===== config.mk =====
export PLATFORM = sky130hd
export DESIGN_NAME = mc_sysctl
export DESIGN_NICKNAME = d
export VERILOG_FILES = /design/src/rtl/mc_sysctl.sv
export SDC_FILE = /design/constraint.sdc
export NUM_CORES = 1
export LEC_CHECK = 0
export CORE_MARGIN = 1
export CORE_UTILIZATION = 35
export CTS_BUF_LIST = sky130_fd_sc_hd__clkbuf_8 sky130_fd_sc_hd__clkbuf_16
export CTS_CLUSTER_DIAMETER = 40
export CTS_CLUSTER_SIZE = 40
export DETAILED_ROUTE_END_ITERATION = 16
export PLACE_DENSITY = 0.76
export SLEW_MARGIN = 30
export SYNTH_ARGS = -nofsm -noshare
export SYNTH_HDL_FRONTEND = slang
export SYNTH_SLANG_ARGS = --single-unit

===== constraint.sdc =====
create_clock -name clk_p -period 2.04 [get_ports clk_p]
set_input_delay 0.306 -clock clk_p [delete_from_list [all_inputs] [get_ports clk_p]]
set_output_delay 0.306 -clock clk_p [all_outputs]
set_load 0.01 [all_outputs]

===== src/rtl/mc_sysctl.sv =====
// mc_sysctl: board system-control slave for MC1201-family processor modules.
// Shadow-ROM window decode with a programmable-latency ack, the startup
// register (SEL1) with a write mask, even/odd SEL2 registers and debounced
// toggle buttons gating 50 Hz interrupt lines. Single clock domain (clk_p).
//
// ROM handshake: wb_cyc_i & wb_stb_i on a decoded ROM address is the request
// (valid). The master must hold it, with a stable address, until rom_ack_o
// (ready) is seen high. rom_ack_o stays high for as long as the request is
// held, and drops on the first clk_p edge after the request goes away.
// Dropping the request in any state aborts the transaction back to IDLE.
module mc_sysctl #(
  parameter logic [1:0]  STARTUP    = 2'b01,
  parameter logic [7:0]  START_HI   = 8'o340,
  parameter logic [3:0]  ROM_BITS   = 4'b0000,
  parameter logic [15:0] WMASK      = 16'h00FC,
  parameter int          ROM_WAIT   = 1,
  parameter int          NBTN       = 1,
  parameter int          DEB_LEN    = 2,
  parameter logic        TIMER_INIT = 1'b1
) (
  input  logic            clk_p,
  input  logic            dclo_n,
  input  logic [15:0]     wb_adr_i,
  input  logic [15:0]     wb_dat_i,
  input  logic [1:0]      wb_sel_i,
  input  logic            wb_we_i,
  input  logic            wb_cyc_i,
  input  logic            wb_stb_i,
  input  logic [2:1]      vm_sel,
  output logic            rom_stb_o,
  output logic            rom_ack_o,
  output logic [15:0]     startup_reg_o,
  output logic [15:0]     sel2_even_o,
  output logic [15:0]     sel2_odd_o,
  input  logic            timer_50,
  input  logic [NBTN-1:0] btn_i,
  output logic [NBTN-1:0] status_o,
  output logic [NBTN-1:0] irq_o,
  output logic [1:0]      dbg_rom_state_o   // ROM FSM state: 0 IDLE, 1 WAIT, 2 ACK
);

  typedef enum logic [1:0] {
    ST_IDLE = 2'd0,
    ST_WAIT = 2'd1,
    ST_ACK  = 2'd2
  } rom_state_t;

  localparam logic [15:0] STARTUP_RST = {START_HI, 2'b00, ROM_BITS, STARTUP};

  rom_state_t          r_state;
  rom_state_t          w_next;
  logic [3:0]          r_cnt;
  logic [3:0]          w_cnt_nxt;
  logic                r_ack;
  logic                w_rom_stb;
  logic [15:0]         r_startup;
  logic [15:0]         r_even;
  logic [15:0]         r_odd;
  logic [15:0]         w_sel1_mask;
  logic [2:0]          r_tmr_s;
  logic                w_tmr_lvl;
  logic                w_tick;
  logic [NBTN-1:0]     r_btn_s1;
  logic [NBTN-1:0]     r_btn_s2;
  logic [DEB_LEN-1:0]  r_deb [NBTN];
  logic [DEB_LEN-1:0]  w_deb_nxt [NBTN];
  logic [NBTN-1:0]     r_ev;
  logic [NBTN-1:0]     r_status;
  logic                w_unused_adr;

  // Address bits [8:1] play no part in any decode.
  assign w_unused_adr = ^wb_adr_i[8:1];

  // ROM window decode: low ROM at 160000-163777 (s[2] or s[3]), high ROM
  // 164000-173777 (s[3]), and 173000-173777 always present.
  always_comb begin
    w_rom_stb = 1'b0;
    if (wb_cyc_i && wb_stb_i && (wb_adr_i[15:13] == 3'b111)) begin
      if ((wb_adr_i[12:11] == 2'b00) && (r_startup[2] || r_startup[3]))
        w_rom_stb = 1'b1;
      if (((wb_adr_i[12:11] == 2'b01) || (wb_adr_i[12:11] == 2'b10)) && r_startup[3])
        w_rom_stb = 1'b1;
      if (wb_adr_i[12:9] == 4'b1011)
        w_rom_stb = 1'b1;
    end
  end

  // ROM FSM next state: count ROM_WAIT cycles in WAIT, then hold ACK while requested.
  always_comb begin
    w_next    = r_state;
    w_cnt_nxt = r_cnt;
    if (!w_rom_stb) begin
      w_next    = ST_IDLE;
      w_cnt_nxt = 4'd0;
    end else begin
      case (r_state)
        ST_IDLE: begin
          w_cnt_nxt = 4'd0;
          w_next    = (ROM_WAIT == 0) ? ST_ACK : ST_WAIT;
        end
        ST_WAIT: begin
          if (r_cnt == 4'(ROM_WAIT - 1)) w_next = ST_ACK;
          else                           w_cnt_nxt = r_cnt + 4'd1;
        end
        ST_ACK:  w_next = ST_ACK;
        default: w_next = ST_IDLE;
      endcase
    end
  end

  // ROM FSM state, wait counter and registered ack.
  always_ff @(posedge clk_p or negedge dclo_n) begin
    if (!dclo_n) begin
      r_state <= ST_IDLE;
      r_cnt   <= 4'd0;
      r_ack   <= 1'b0;
    end else begin
      r_state <= w_next;
      r_cnt   <= w_cnt_nxt;
      r_ack   <= (w_next == ST_ACK);
    end
  end

  assign w_sel1_mask = {{8{wb_sel_i[1]}}, {8{wb_sel_i[0]}}} & WMASK;

  // SEL1 (byte-selected, masked) and SEL2 even/odd register writes.
  always_ff @(posedge clk_p or negedge dclo_n) begin
    if (!dclo_n) begin
      r_startup <= STARTUP_RST;
      r_even    <= 16'd0;
      r_odd     <= 16'd0;
    end else if (wb_we_i) begin
      if (vm_sel[1])
        r_startup <= (r_startup & ~w_sel1_mask) | (wb_dat_i & w_sel1_mask);
      if (vm_sel[2]) begin
        if (wb_adr_i[0]) r_odd  <= wb_dat_i;
        else             r_even <= wb_dat_i;
      end
    end
  end

  // Synchronisers for the 50 Hz tick and the raw buttons.
  always_ff @(posedge clk_p or negedge dclo_n) begin
    if (!dclo_n) begin
      r_tmr_s  <= 3'b000;
      r_btn_s1 <= '0;
      r_btn_s2 <= '0;
    end else begin
      r_tmr_s  <= {r_tmr_s[1:0], timer_50};
      r_btn_s1 <= btn_i;
      r_btn_s2 <= r_btn_s1;
    end
  end

  assign w_tmr_lvl = r_tmr_s[1];
  assign w_tick    = r_tmr_s[1] & ~r_tmr_s[2];

  // Shift window after taking this tick's sample, per channel.
  always_comb begin
    for (int i = 0; i < NBTN; i++)
      w_deb_nxt[i] = {r_deb[i][DEB_LEN-2:0], r_btn_s2[i]};
  end

  // Debounce: a full window of ones toggles once; a full window of zeros re-arms.
  always_ff @(posedge clk_p or negedge dclo_n) begin
    if (!dclo_n) begin
      for (int i = 0; i < NBTN; i++) r_deb[i] <= '0;
      r_ev     <= '0;
      r_status <= {NBTN{TIMER_INIT}};
    end else if (w_tick) begin
      for (int i = 0; i < NBTN; i++) begin
        r_deb[i] <= w_deb_nxt[i];
        if ((&w_deb_nxt[i]) && !r_ev[i]) begin
          r_status[i] <= ~r_status[i];
          r_ev[i]     <= 1'b1;
        end else if (~|w_deb_nxt[i]) begin
          r_ev[i] <= 1'b0;
        end
      end
    end
  end

  assign rom_stb_o       = w_rom_stb;
  assign rom_ack_o       = r_ack;
  assign startup_reg_o   = r_startup;
  assign sel2_even_o     = r_even;
  assign sel2_odd_o      = r_odd;
  assign status_o        = r_status;
  assign irq_o           = {NBTN{w_tmr_lvl}} & r_status;
  assign dbg_rom_state_o = r_state;

endmodule


* After elaboration in Yosys (flattened, before gate mapping) *
Cells that the tools add are included.

word-level totals
  bits in registers = 63
  bits of input ports = 43
  word-level logic and storage cells = 63

operators by class
  add/sub/neg operators = 1
  equal/unequal tests = 10
  muxes and demuxes = 12
  bitwise gates (word level) = 9
  reductions and logical operators = 19

operator list
  operator               number
  $and A16 B16 Y16       1
  $and A16 B8 Y16        1
  $not A8 Y16            1
  $or A16 B16 Y16        1
  $reduce_and A2 Y1      5
  $mux W4                2
  $pmux W4 S2            1
  $eq A2 B2 Y1 const B   3
  $mux W1                6
  $pmux W2 S3            1
  $reduce_and A3 Y1      2
  $logic_and A1 B1 Y1    5
  $add A4 B1 Y4 const B  1
  $eq A2 B1 Y1 const B   2
  $eq A4 B4 Y1 const B   1
  $logic_not A2 Y1       2
  $logic_not A4 Y1       1
  $mux W2                2
  $eq A3 B3 Y1 const B   1
  $ne A3 B1 Y1 const B   1
  $ne A3 B3 Y1 const B   1
  $not A1 Y1             3
  $and A1 B1 Y1          2
  $logic_or A1 B1 Y1     2
  3 further kinds        3

* Longest topological paths before layout *
  depth in word-level cells = 8
  gate-level depth with buffers = 5
  mapped depth without buffers = 5

* Worst setup path before layout *
OpenSTA, ideal clock, no wires.

  path kind = register to register
  from = reg r_cnt[0]
  to = reg r_cnt[0]
  library setup time = 78 ps
  data arrival time = 1377 ps
  data required time = 1962 ps
  path slack = 585 ps
  cell stages (with the launch flop) = 6
  cell sequence = dfrtp_1 -> inv_1 -> ha_1 -> and4bb_4 -> or4b_1 -> a21oi_1

on the way
  longest elaborated chain between the ends = 4
  elaborated cells between the ends (all ways) = 7

RTL lines
  item                    line  text
  from (decl)             52    logic [3:0] r_cnt;
  from (signal assigned)  119   r_cnt <= w_cnt_nxt;
  $add A4 B1 Y4           103   else w_cnt_nxt = r_cnt + 4'd1;
  $mux W4                 102   if (r_cnt == 4'(ROM_WAIT - 1)) w_next = ST_ACK;
  $pmux W4 S2             96    case (r_state)
  $mux W4                 92    if (!w_rom_stb) begin

Several ways; a longest one is shown, not always the timed one. The select of a mux whose other input is x is not followed.
A chain may end at the register's enable or synchronous reset.

* Worst setup path after layout *
  from = in wb_adr_i[11]
  to = out rom_stb_o

on the way
  longest elaborated chain between the ends = 6
  elaborated cells between the ends (all ways) = 11

RTL lines
  item                                                              line    text
  from (decl)                                                       23      input logic [15:0] wb_adr_i,
  $logic_not A2 Y1 (tied with other cells)                          79      if ((wb_adr_i[12:11] == 2'b00) && (r_startup[2] || r_startup[3]))
  $logic_and A1 B1 Y1 / $logic_or A1 B1 Y1 (equally long branches)  79, 81
  $mux W1 / $logic_and A1 B1 Y1 (equally long branches)             79, 81
  $mux W1                                                           81      if (((wb_adr_i[12:11] == 2'b01) || (wb_adr_i[12:11] == 2'b10)) && r_startup[3])
  $mux W1 (*)                                                       83      if (wb_adr_i[12:9] == 4'b1011)
  $mux W1 (*)                                                       78      if (wb_cyc_i && wb_stb_i && (wb_adr_i[15:13] == 3'b111)) begin
  to (decl)                                                         30      output logic rom_stb_o,

Mark *: on every way between the ends. The rest lies on a longest branch, timed or not.

==> impl_results.md <==
* Routed vias at 1475
* GRT overflow at 0
* Final weighted congestion of routability-driven global placement at 0.7326
* Type of the worst min-delay path: register to register
* Capture point of the worst reg-to-reg path: r_cnt[0]$_DFFE_PN0P_
* First-pass GRT wire length at 7058 um
* Worst-case reg-to-reg path depth at 5
* Detailed-routing iteration count for the pre-antenna-repair pass at 4
* Max Fanout on Critical Path at 2
* Core region area at 0.005956 sq mm
* Global Route Usage Sum at 14.38%
* RSZ-0062 raised after global routing: no
* Signed area change from the synthesized netlist to the final layout at 46.27%
* Total Routed Length at 4355 um
* Maximum number of pins on one net before global-route repair at 54
* DRC violation count after routing at 0
* Initial antenna violation count at 0
* Total power consumption of the routed design at 2837 uW
* Met3 wire len at 229 um
* WL met1 at 1853 um
* Number of standard cells in the final layout excluding fillers at 317
* Setup slack on the worst flop-to-flop path at 0.47 ns
* Number of instances in the synthesized netlist at 156
* Max-cap check violation count at 0
* Pwr/cell area at 889.7 mW/mm^2
* Pre-CTS setup slack at -0.3444 ns
* Clock insertion delay at the later pin of the skew report at 0.30 ns
* Status: finished clean
* Placed Cells incl. Taps at 307
* Ys async rst share at 100.0%
* Die width at 80.92 um
* End-of-flow core utilization at 53.53%
* Number of enable-type register cells in the synthesized netlist at 0
* Data arrival time of the worst path at 1.66 ns
* Leak at 0.001355 uW
* Most instantiated flip-flop cell in the synthesis netlist: sky130_fd_sc_hd__dfrtp_1
* CTS buffer count at 5
* Final-report hold violation count at 0
* Share of cells above drive strength 1 at 23.97%
* Post-synthesis cell type count at 29
* Critical Path End: rom_stb_o
* Starting density of the core at 36.60%
* Uppermost metal layer occupied by signal nets: met4
* Clock transition time at the flip-flop clock pins of the worst setup and hold paths at 0.09 ns
* Buffer depth of the longest clock path at 2
* Number of nets in the final layout at 288
* Number of max-slew violations in the final report at 0
* Peak supply drop at 0.3505 mV
* CTS tree: built
* I/O pin total at 97
* Die footprint at 0.006547 sq mm
* CTS HTree Levels at 2
* Count of nets left with antenna violations after detail routing at 0
* Vias per cell at 4.653
* Share of the clock period used by the worst path at 96.35%
* Final critical delay including setup and external delays at 1.966 ns
* Vias in the first global route at 1506
* Initial DRC Count at 36
* Yosys warning total at 0
* Max Clk Rate at 508.7 MHz
* Total of endpoints with negative setup slack in the final report at 0
* Cell area after synthesis at 0.002180 sq mm
* Number of clock sinks seen by CTS at 53
* Sequential share of the synthesized area at 60.91%
* Die Ht at 80.92 um
* Setup total negative slack at 0 ns
* Routed wl met2 at 2241 um
* Required time at the worst-slack endpoint at 1.73 ns
* Routed wire length per instance at 13.74 um
* Buffer cell driving the clock tree root: sky130_fd_sc_hd__clkbuf_8
* Number of antenna diodes at 0
* Average cell area after synthesis at 13.97 sq um
* Startpoint Class: input pin
* Setup clock skew after layout at 0.005399 ns
* Total half-perimeter wirelength after legalization and detailed placement at 3005 um
* Most frequent standard cell in the layout excluding fill and tap cells: sky130_fd_sc_hd__clkdlybuf4s50_1
* Type of destination of the critical path: primary output
* Seq cells post-synth at 53
* Commonest non-fill, non-tap cells in the layout: 74 x sky130_fd_sc_hd__clkdlybuf4s50_1, 52 x sky130_fd_sc_hd__dfrtp_1, 38 x sky130_fd_sc_hd__mux2_2
* Worst reg2reg startpoint: r_cnt[0]$_DFFE_PN0P_
* Cell row count at 28
* Kind of critical path: input pin to primary output
* Number of buffer cells added on primary ports at 77
* Smallest setup slack after layout at 0.07437 ns
* Start point of the critical path: wb_adr_i[11]
## what timing repair did
item                                    4_1_cts  5_1_grt
buffers inserted                              1        0
resized for setup                             4        4
endpoints found under the setup margin        1        1
hold buffers                                  1        0
endpoints found under the hold margin        52        0
pin swaps                                     1        2
## logic make-up after synthesis
logic type,share of synthesized area [%]
flip-flops,60.91
AND/OR/NAND/NOR,7.061
buffers and inverters,5.281
XOR/XNOR,0.4019
adder cells (fa/ha/maj),2.296
other,0.3446
AO/OA/AOI/OAI,4.076
multiplexers,19.63
## routing by layer
layer  up-vias  track usage (%)
li1        692                -
met1       733            17.01
met2        46            24.37
met3         4            5.506
met4         0            3.750
met5         -                0
## critical path, cell delays in order
cell,delay (ns)
sky130_fd_sc_hd__clkdlybuf4s50_1,0.48
sky130_fd_sc_hd__inv_2,0.06
sky130_fd_sc_hd__ha_4,0.26
sky130_fd_sc_hd__a32oi_2,0.05
sky130_fd_sc_hd__a211o_1,0.32
sky130_fd_sc_hd__inv_1,0.06
sky130_fd_sc_hd__buf_2,0.12
## cell type report
type,count,area (sq um)
clock buffers,5,68.82
clock inverters,3,65.06
fillers,528,2768
inverters,7,26.28
multi-input cells,91,787.0
flip-flops and latches,53,1328
well taps,75,93.84
repair buffers,83,819.5
## power breakdown
group          leakage (uW)  switching [uW]  internal [uW]
Combinational      0.000648             247            453
Clock             0.0000681             340            487
Sequential         0.000639            88.6           1220
Total               0.00136             675           2160
## stage by stage
step                      hold slack (ns)  instance area [sq um]
after global placement             0.3200                   3023
after CTS                          0.3506                   3174
final                              0.3512                   3188
after global routing               0.3698                   3188
after floorplan                   0.01041                   2210
after detailed placement           0.3213                   3023
## worst min path at each step
stage / cells past startpoint / from / slack (ns) / to
floorplan: 0 / dclo_n / 0.01 / asynchronous set/reset pin
global placement: 2 / dclo_n / 0.32 / r_cnt[1]$_DFFE_PN0P_
detailed placement: 2 / dclo_n / 0.32 / r_cnt[1]$_DFFE_PN0P_
CTS: 0 / r_tmr_s[0]$_DFF_PN0_ / 0.35 / r_tmr_s[1]$_DFF_PN0_
global route: 0 / r_tmr_s[0]$_DFF_PN0_ / 0.37 / r_tmr_s[1]$_DFF_PN0_
finish: 0 / r_tmr_s[0]$_DFF_PN0_ / 0.35 / r_tmr_s[1]$_DFF_PN0_
## synthesized netlist by cell type, drive strengths merged, types with 2 or more instances
library cell  number  area (sq um)
nor2b              2         12.51
inv                7         26.28
o21ai              7         35.03
dfrtp             52          1301
or4b               2         20.02
ha                 4         50.05
nand2              4         15.01
nand3              5         25.02
a211oi             2         15.01
mux2              38         427.9
a21oi              3         15.01
nand3b             2         15.01
conb               2         7.510
buf               12         85.08
No activity file was read; power rests on OpenSTA's default activity.
